File: src/rtl/feeder_pkg.sv
// Shared types and the round-robin pick used by both feeder channels.
package feeder_pkg;

   typedef enum logic {IDLE, XFER} feeder_state_t;

   localparam int unsigned MAX_PE   = 32;
   localparam int unsigned MAX_PE_W = $clog2(MAX_PE);

   // Index of the first set request at or above ptr, wrapping modulo num_pe.
   function automatic int unsigned rr_pick(input logic [MAX_PE-1:0] req,
                                           input int unsigned       ptr,
                                           input int unsigned       num_pe);
      int unsigned idx;
      logic        found;
      rr_pick = ptr;
      found   = 1'b0;
      for (int unsigned o = 0; o < MAX_PE; o++) begin
         if (!found && (o < num_pe)) begin
            idx = ptr + o;
            if (idx >= num_pe) idx = idx - num_pe;
            if (req[idx[MAX_PE_W-1:0]]) begin
               rr_pick = idx;
               found   = 1'b1;
            end
         end
      end
   endfunction

endpackage

File: src/rtl/feeder_channel.sv
// One tile-load channel: RR arbiter, burst FSM and registered grant/data outputs.
// Optional stall counter when MATRIX_FEEDER_STALL_EN is defined.
module feeder_channel
   import feeder_pkg::*;
#(
   parameter int WIDTH  = 16,
   parameter int NUM_PE = 4,
   parameter int BURST  = 16
`ifdef MATRIX_FEEDER_STALL_EN
   ,
   parameter int STALL_W = 16
`endif
)(
   input  logic              clk,
   input  logic              rst,
   input  logic [NUM_PE-1:0] req,
   output logic [NUM_PE-1:0] grant,
   output logic [WIDTH-1:0]  data,
   input  logic              src_valid,
   input  logic [WIDTH-1:0]  src_data,
   output logic              src_ready,
   output logic              busy,
   output logic              last
`ifdef MATRIX_FEEDER_STALL_EN
   ,
   output logic [STALL_W-1:0] stall_cnt
`endif
);

   localparam int CW = (BURST > 1) ? $clog2(BURST) : 1;
   localparam int PW = (NUM_PE > 1) ? $clog2(NUM_PE) : 1;

   feeder_state_t     state_reg, state_next;
   logic [PW-1:0]     owner_reg, owner_next;
   logic [PW-1:0]     ptr_reg, ptr_next;
   logic [CW-1:0]     cnt_reg, cnt_next;
   logic [NUM_PE-1:0] grant_reg;
   logic [NUM_PE-1:0] owner_oh;
   logic [WIDTH-1:0]  data_reg;
   logic              last_reg;
   logic              accept;
   logic              final_word;

   for (genvar gi = 0; gi < NUM_PE; gi++) begin : g_owner_oh
      assign owner_oh[gi] = (owner_reg == PW'(gi));
   end

   always_comb begin
      state_next = state_reg;
      owner_next = owner_reg;
      ptr_next   = ptr_reg;
      cnt_next   = cnt_reg;
      src_ready  = (state_reg == XFER);
      accept     = src_valid & src_ready;
      final_word = accept && (cnt_reg == CW'(BURST - 1));
      case (state_reg)
         IDLE: begin
            if (|req) begin
               owner_next = PW'(rr_pick(MAX_PE'(req), 32'(ptr_reg), NUM_PE));
               cnt_next   = '0;
               state_next = XFER;
            end
         end
         XFER: begin
            if (final_word) begin
               state_next = IDLE;
               ptr_next   = (owner_reg == PW'(NUM_PE - 1)) ? '0 : owner_reg + 1'b1;
            end else if (accept) begin
               cnt_next = cnt_reg + 1'b1;
            end
         end
         default: state_next = IDLE;
      endcase
   end

   always_ff @(posedge clk or posedge rst) begin
      if (rst) begin
         state_reg <= IDLE;
         owner_reg <= '0;
         ptr_reg   <= '0;
         cnt_reg   <= '0;
         grant_reg <= '0;
         data_reg  <= '0;
         last_reg  <= 1'b0;
      end else begin
         state_reg <= state_next;
         owner_reg <= owner_next;
         ptr_reg   <= ptr_next;
         cnt_reg   <= cnt_next;
         // Outputs lag the accept by one cycle; data holds between grants.
         grant_reg <= accept ? owner_oh : '0;
         if (accept) data_reg <= src_data;
         last_reg  <= final_word;
      end
   end

`ifdef MATRIX_FEEDER_STALL_EN
   logic [STALL_W-1:0] stall_cnt_reg;

   always_ff @(posedge clk or posedge rst) begin
      if (rst) begin
         stall_cnt_reg <= '0;
      end else if ((state_reg == XFER) && !src_valid && (stall_cnt_reg != '1)) begin
         stall_cnt_reg <= stall_cnt_reg + 1'b1;
      end
   end

   assign stall_cnt = stall_cnt_reg;
`endif

   assign grant = grant_reg;
   assign data  = data_reg;
   assign last  = last_reg;
   assign busy  = (state_reg == XFER);

endmodule

File: src/rtl/matrix_tile_feeder.sv
// Feeds A (input operand) and B (weight) tiles into PE RAMs via two independent channels.
// Define MATRIX_FEEDER_STALL_EN to add per-channel stall counters.
module matrix_tile_feeder
   import feeder_pkg::*;
#(
   parameter int WIDTH  = 16,
   parameter int NUM_PE = 4,
   parameter int BURST  = 16
`ifdef MATRIX_FEEDER_STALL_EN
   ,
   parameter int STALL_W = 16
`endif
)(
   input  logic              clk,
   input  logic              rst,
   input  logic [NUM_PE-1:0] req_in,
   input  logic [NUM_PE-1:0] req_w,
   output logic [NUM_PE-1:0] grant_in,
   output logic [NUM_PE-1:0] grant_w,
   output logic [WIDTH-1:0]  data_a,
   output logic [WIDTH-1:0]  data_b,
   input  logic              src_a_valid,
   input  logic [WIDTH-1:0]  src_a_data,
   output logic              src_a_ready,
   input  logic              src_b_valid,
   input  logic [WIDTH-1:0]  src_b_data,
   output logic              src_b_ready,
   output logic              busy_a,
   output logic              busy_b,
   output logic              last_a,
   output logic              last_b
`ifdef MATRIX_FEEDER_STALL_EN
   ,
   output logic [STALL_W-1:0] stall_cnt_a,
   output logic [STALL_W-1:0] stall_cnt_b
`endif
);

   feeder_channel #(
      .WIDTH   (WIDTH),
      .NUM_PE  (NUM_PE),
      .BURST   (BURST)
`ifdef MATRIX_FEEDER_STALL_EN
      ,
      .STALL_W (STALL_W)
`endif
   ) u_chan_a (
      .clk       (clk),
      .rst       (rst),
      .req       (req_in),
      .grant     (grant_in),
      .data      (data_a),
      .src_valid (src_a_valid),
      .src_data  (src_a_data),
      .src_ready (src_a_ready),
      .busy      (busy_a),
      .last      (last_a)
`ifdef MATRIX_FEEDER_STALL_EN
      ,
      .stall_cnt (stall_cnt_a)
`endif
   );

   feeder_channel #(
      .WIDTH   (WIDTH),
      .NUM_PE  (NUM_PE),
      .BURST   (BURST)
`ifdef MATRIX_FEEDER_STALL_EN
      ,
      .STALL_W (STALL_W)
`endif
   ) u_chan_b (
      .clk       (clk),
      .rst       (rst),
      .req       (req_w),
      .grant     (grant_w),
      .data      (data_b),
      .src_valid (src_b_valid),
      .src_data  (src_b_data),
      .src_ready (src_b_ready),
      .busy      (busy_b),
      .last      (last_b)
`ifdef MATRIX_FEEDER_STALL_EN
      ,
      .stall_cnt (stall_cnt_b)
`endif
   );

endmodule

File: config.mk
export PLATFORM = sky130hd
export DESIGN_NAME = matrix_tile_feeder
export DESIGN_NICKNAME = d
export VERILOG_FILES = /design/src/rtl/feeder_pkg.sv /design/src/rtl/feeder_channel.sv /design/src/rtl/matrix_tile_feeder.sv
export SDC_FILE = /design/constraint.sdc
export NUM_CORES = 1
export LEC_CHECK = 0
export ABC_AREA = 1
export BUFFER_PORTS_ARGS = -buffer_cell sky130_fd_sc_hd__buf_2
export CORE_AREA = 4 4 106 83
export DETAILED_ROUTE_END_ITERATION = 6
export DIE_AREA = 0 0 110 87
export GPL_TIMING_DRIVEN = 0
export PLACE_DENSITY = 0.75
export SYNTH_ARGS = -nofsm -noshare
export SYNTH_HDL_FRONTEND = slang
export SYNTH_SLANG_ARGS = --single-unit
File: constraint.sdc
create_clock -name clk -period 1.8 [get_ports clk]
set_input_delay 0.18 -clock clk [delete_from_list [all_inputs] [get_ports clk]]
set_output_delay 0.18 -clock clk [all_outputs]
set_load 0.02 [all_outputs]
Word-level counts from Yosys, hierarchy flattened
Cells that the tools add are included.
Word-level totals
  register bits: 60
  output and inout bits: 46
Cells by class
  $add $sub $neg: 18
  magnitude comparators: 16
  eq/ne operators: 14
  mux-type cells: 100
  bitwise gates (word level): 4
  reductions and logical operators: 12
Operator list (number)
  32-bit by 3-bit greater-or-equal comparator with 1-bit output, second input constant: 6
  5-bit two-way mux: 30
  5-bit by 6-bit < comparator with 1-bit output, second input constant: 8
  1-bit binary-select mux with 5-bit select: 8
  1-bit two-way mux: 34
  2-bit two-way mux: 16
  4-bit two-way mux: 8
  3-bit by 3-bit subtractor with 4-bit output, second input constant: 6
  4-bit one-hot mux with 2 select lines: 2
  2-bit by 2-bit adder with 3-bit output, second input constant: 4
  4-bit by 1-bit adder with 4-bit output, second input constant: 2
  2-bit equality test, second input constant: 4
  4-bit equality test, second input constant: 2
  2-bit inequality test, second input constant: 4
  2-bit AND reduction: 4
  4-bit OR reduction: 2
  2-bit by 3-bit subtractor with 4-bit output, second input constant: 2
  2-bit by 1-bit adder with 3-bit output, second input constant: 2
  2-bit by 3-bit greater-or-equal comparator with 1-bit output, second input constant: 2
  3-bit AND reduction: 2
  2-bit by 1-bit adder with 2-bit output, second input constant: 2
  2-bit by 1-bit equality test with 1-bit output, second input constant: 2
  2-bit zero test: 2
  2-bit by 1-bit inequality test with 1-bit output, second input constant: 2
  4 further kinds: 8

Depth between registers and ports, before layout
  word-level depth: 34
  mapped depth: 12

Cells and area by module
Synthesis repeated with hierarchy kept, for this count alone.
Unflattened totals
  cells, all modules: 388
  area, all modules: 3194.3 um^2
By module, submodules not included
  feeder_channel (u_chan_b): instances 1, cells each 195, area each 1636.6 um^2, seq. area each 750.7 um^2
  feeder_channel (u_chan_a): instances 1, cells each 193, area each 1557.7 um^2, seq. area each 750.7 um^2

Worst setup path before layout
OpenSTA, ideal clock, no wires.
  path kind: register to register
  from: reg u_chan_b.ptr_reg[0]
  to: reg u_chan_b.owner_reg[1]
  arrival: 1.510 ns
  data required time: 1.684 ns
  path slack: 0.173 ns
  cell stages (with the launch flop): 13
  period minus slack after synthesis: 1.627 ns
  cells stage by stage: dfrtp_1 inv_2 ha_1 inv_1 nand3_1 inv_1 nor2_1 nor2_2 nand2_1 nand2_1 nand2_1 nand2_1 nand2_1
On the way
  word-level cells in the longest chain between the ends: 16
  elaborated cells on any way between the ends: 52
  those cells by class: add/sub: 7; order compare: 4; mux: 41
RTL lines
  start, declared: RTL line feeder_channel.sv:35  | logic [PW-1:0] ptr_reg, ptr_next;
  start signal, assigned: RTL line feeder_channel.sv:88  | ptr_reg <= ptr_next;
  2-bit by 1-bit adder with 3-bit output (tied with other cells): RTL line feeder_pkg.sv:19  | idx = ptr + o;
  32-bit by 3-bit greater-or-equal comparator with 1-bit output (tied with other cells): RTL line feeder_pkg.sv:20  | if (idx >= num_pe) idx = idx - num_pe;
  5-bit two-way mux (on tied branches): RTL line feeder_pkg.sv:20, feeder_channel.sv:58
  5-bit two-way mux (on tied branches): RTL line feeder_pkg.sv:18, feeder_channel.sv:56
  5-bit two-way mux / 1-bit binary-select mux with 5-bit select (equally long branches): RTL line feeder_channel.sv:58, feeder_pkg.sv:21
  5-bit two-way mux / 1-bit two-way mux (equally long branches): RTL line feeder_channel.sv:56, feeder_pkg.sv:21
  1-bit binary-select mux with 5-bit select / 1-bit two-way mux (equally long branches): RTL line feeder_pkg.sv:21  | if (req[idx[MAX_PE_W-1:0]]) begin
  1-bit two-way mux (on tied branches): RTL line feeder_pkg.sv:21, feeder_channel.sv:58
  1-bit two-way mux (on tied branches): RTL line feeder_pkg.sv:21, feeder_channel.sv:56
  1-bit two-way mux: RTL line feeder_pkg.sv:18  | if (!found && (o < num_pe)) begin
  1-bit two-way mux: RTL line feeder_channel.sv:58  | if (|req) begin
  1-bit two-way mux: RTL line feeder_channel.sv:56  | case (state_reg)
  1-bit two-way mux: RTL line feeder_pkg.sv:18
  1-bit two-way mux: RTL line feeder_channel.sv:58
  1-bit two-way mux: RTL line feeder_channel.sv:56
  2-bit two-way mux *: RTL line feeder_pkg.sv:18
  end signal, assigned: RTL line feeder_channel.sv:87  | owner_reg <= owner_next;
  end, declared: RTL line feeder_channel.sv:34  | logic [PW-1:0] owner_reg, owner_next;
Mark *: on every way between the ends. The rest lies on a longest branch, timed or not. The select of a mux whose other input is x is not followed.
A chain may end at the register's enable or synchronous reset.

Worst setup path in the final report
  from: reg u_chan_b.ptr_reg[1]
  to: reg u_chan_b.owner_reg[1]
The elaborated chain is that of the path after synthesis.

==> flow_summary.yaml <==
global_routing:
  gr-total-overflow: 0
  grt_first_pass_wirelength_um: 10700
  grt_pass1_vias: 2414
  grt_max_degree: 32
  grt_antenna_before_repair: 0
  track_usage_pct: 14.1
worst_setup_path:
  critPathKind: "flop to flop"
  critPathLaunchType: "flop"
  crit_path_end_kind: "flop"
  rrSetupSlack_ns: 0.21
  critPathLaunch: "u_chan_b.ptr_reg[1]$_DFFE_PP0N_"
  crit_fanout: 5
  critPathRequiredTime_ns: 2.00
  timing.critical_path.arrival_ns: 1.79
  r2r-start: "u_chan_b.ptr_reg[1]$_DFFE_PP0N_"
run_status:
  outcome: "completed"
clock_tree:
  cts-root-to-sink-buffers: 2
  clock_tree_from_tritoncts: "done"
  cts.htree.levels: 3
  clock-root-buffer: "sky130_fd_sc_hd__clkbuf_8"
  numClockSinks: 60
  cts.reportedPaths.clkPinSlew_ns: 0.07
  cts_inserted_buffers: 9
  clk-insertion-delay-late_ns: 0.33
yosys:
  synth_area_um2: 3040
  syn_inst: 360
  flop_and_latch_count_out_of_synthesis: 60
  synth.yosys.seq_area_share_pct: 49.4
  ys_warn_count: 0
  synth.largest_area_cell: "sky130_fd_sc_hd__dfrtp_1"
  synth.top_cell.area_share_pct: 49.4
  synth.net_count: 424
  synth_cell_types: 21
  post_synth.cell_area_avg_um2: 8.44
  synthTopCellsByArea: "sky130_fd_sc_hd__dfrtp_1 (49%), sky130_fd_sc_hd__nand2_1 (15%), sky130_fd_sc_hd__ha_1 (8.2%), sky130_fd_sc_hd__nand3_1 (6.4%), sky130_fd_sc_hd__inv_1 (5.9%)"
placed_design:
  gp_congestion: 0.861
  port_buffers: 89
  dpl_worst_slack_ns: -0.0868
  dpl.hpwl_um: 5120
floorplan:
  die_height_um: 87
  io-pin-count: 90
  core.rowCount: 28
  chipWidth_um: 110
  start_util_pct: 39.2
  die_area_um2: 9570
  placeableCoreArea_um2: 7740
min_path:
  hold_start: "src_b_data[13]"
  min_path_type: "primary input to flop"
sta:
  timing.final.crit_period_ns: 1.59
  achievable-frequency_mhz: 630
  final_min_period_over_clock_period_pct: 88.2
  tightest_slew_ns: 0.651
  clock_skew_ns: 0.0153
  timing.final.ws_setup_ns: 0.213
  timing_max_transition_violations_final: 0
  final-setup-viol-count: 0
  rsz0062_at_grt: "false"
  maxSlewHeadroom_pct: 56.5
  number_of_failing_hold_endpoints_at_the_final_stage: 0
pwr:
  worst_ir_drop_vdd_v: 0.000761
  cellPowerDensity_nw_per_um2: 1710
  p_leak_nw: 2.25
detailed_routing:
  drtPass1Iterations: 4
  detailroute.via_count: 2606
  postRouteWirelength_um: 6740
  initialDrtViolationCount: 85
  post_route_antenna_net_violation_count: 0
  via_per_instance_ratio: 4.53
  wl_per_cell_um: 11.7
  drc_errors: 0
layout:
  nets: 530
  drive_above_1_share_pct: 31.1
  insertedDiodeCount: 0
  syn_to_final_growth_pct: 29.9
  final_core_utilization_pct: 51.0
run:
  max_cap_violations: 0
-- critical path: stages (launching register included) --
cell and delay [ns]:
sky130_fd_sc_hd__dfrtp_2 0.44, sky130_fd_sc_hd__inv_2 0.11, sky130_fd_sc_hd__ha_4 0.23, sky130_fd_sc_hd__inv_1 0.07, sky130_fd_sc_hd__nand3_1 0.10, sky130_fd_sc_hd__inv_1 0.06, sky130_fd_sc_hd__nor2_1 0.05, sky130_fd_sc_hd__nor2_2 0.13
sky130_fd_sc_hd__nand2_1 0.06, sky130_fd_sc_hd__nand2_1 0.07, sky130_fd_sc_hd__nand2_1 0.05, sky130_fd_sc_hd__nand2_1 0.06, sky130_fd_sc_hd__nand2_1 0.04
-- per-layer routing --
metal  vias to the layer above  routed length, um  global-route usage, %
met3                         4                411                   3.48
met5                         -                  0                      0
li1                       1334                  -                      -
met4                         0                 52                   3.06
met1                      1188               3360                   18.9
met2                        80               2920                   23.0
-- cell usage after synthesis --
cell type and instances:
sky130_fd_sc_hd__inv_2 2, sky130_fd_sc_hd__nand3_1 39, sky130_fd_sc_hd__nand2_1 119, sky130_fd_sc_hd__buf_4 2
sky130_fd_sc_hd__clkinv_1 1, sky130_fd_sc_hd__inv_1 48, sky130_fd_sc_hd__nor2_2 2, sky130_fd_sc_hd__clkbuf_1 2
sky130_fd_sc_hd__nand3_2 1, sky130_fd_sc_hd__o21ai_0 12, sky130_fd_sc_hd__nor3_1 2, sky130_fd_sc_hd__buf_2 3
sky130_fd_sc_hd__nand4_1 2, sky130_fd_sc_hd__nor2_1 20, sky130_fd_sc_hd__ha_1 20, sky130_fd_sc_hd__xnor2_1 1
sky130_fd_sc_hd__mux2_2 16, sky130_fd_sc_hd__dfrtp_1 60, sky130_fd_sc_hd__nand2_2 3, sky130_fd_sc_hd__a21oi_1 4
sky130_fd_sc_hd__and3_1 1
-- stage by stage --
step,hold slack [ns],total power [mW],instance area (um^2),instances,setup TNS [ns]
2_1_floorplan,0.290,4.34,3040,360,0
3_3_place_gp,0.379,5.05,3610,554,-37.91
3_5_place_dp,0.311,5.18,3630,555,-0.166
4_1_cts,0.0350,6.64,3890,572,0
5_1_grt,0.0460,7.35,3950,575,0
6_report,0.0502,6.74,3950,575,0
-- timing repair --
item / in CTS / in global routing
hold endpoints to repair: 29 / 0
resized for setup: 4 / 8
cloned: 0 / 0
hold buffers: 1 / 0
endpoints found under the setup margin: 4 / 4
pin swaps: 0 / 1
buffers inserted: 1 / 3
-- cell type report --
cell class                      count  area (um^2)
Inverter                           51          199
Fill cell                         723         3800
Sequential cell                    60         1510
Tap cell                          105          131
Buffer                              7         37.5
Multi-Input combinational cell    242         1330
Timing Repair Buffer               95          505
Clock inverter                      3         68.8
Clock buffer                       12          165
-- cell usage in the layout (no fill, tap or decap), types with 2 or more instances in the layout --
cell / Yosys / layout
sky130_fd_sc_hd__a21oi_1: 4 / 4
sky130_fd_sc_hd__buf_2: 3 / 92
sky130_fd_sc_hd__buf_4: 2 / 6
sky130_fd_sc_hd__bufinv_16: 0 / 2
sky130_fd_sc_hd__clkbuf_1: 2 / 2
sky130_fd_sc_hd__clkbuf_8: 0 / 12
sky130_fd_sc_hd__clkinv_4: 0 / 2
sky130_fd_sc_hd__dfrtp_1: 60 / 56
sky130_fd_sc_hd__dfrtp_2: 0 / 4
sky130_fd_sc_hd__ha_1: 20 / 18
sky130_fd_sc_hd__ha_4: 0 / 2
sky130_fd_sc_hd__inv_1: 48 / 46
sky130_fd_sc_hd__inv_2: 2 / 2
sky130_fd_sc_hd__mux2_2: 16 / 16
sky130_fd_sc_hd__nand2_1: 119 / 119
sky130_fd_sc_hd__nand2_2: 3 / 3
sky130_fd_sc_hd__nand3_1: 39 / 39
sky130_fd_sc_hd__nand4_1: 2 / 2
sky130_fd_sc_hd__nor2_1: 20 / 20
sky130_fd_sc_hd__nor2_2: 2 / 2
sky130_fd_sc_hd__nor3_1: 2 / 2
sky130_fd_sc_hd__o21ai_0: 12 / 11
-- power breakdown --
part	internal, mW	switching (mW)
Combinational	1.20	2.00
Clock	0.889	0.515
Sequential	1.83	0.309
-- worst paths after layout --
check / endpoint / cells after the start
max in group asynchronous: u_chan_b.ptr_reg[1]$_DFFE_PP0N_ / 4
setup / recovery: u_chan_b.owner_reg[1]$_DFFE_PP0P_ / 12
setup reg to reg: u_chan_b.owner_reg[1]$_DFFE_PP0P_ / 12
hold reg to reg: u_chan_b.data[8]$_DFFE_PP0P_ / 2
min in group asynchronous: u_chan_a.data[10]$_DFFE_PP0P_ / 3
hold / removal: u_chan_b.data[13]$_DFFE_PP0P_ / 3
-- cell families after synthesis --
group                      Yosys count  synth area share (%)
AOI/OAI and AO/OA                   16                  2.64
adders and majority gates           20                  8.24
xor gates and xnor gates             1                 0.288
muxes                               16                  5.93
DFF                                 60                  49.4
buffers and inverters               58                  7.54
and+or+nand+nor                    189                  25.9
Power figures use the tool's default switching activity.
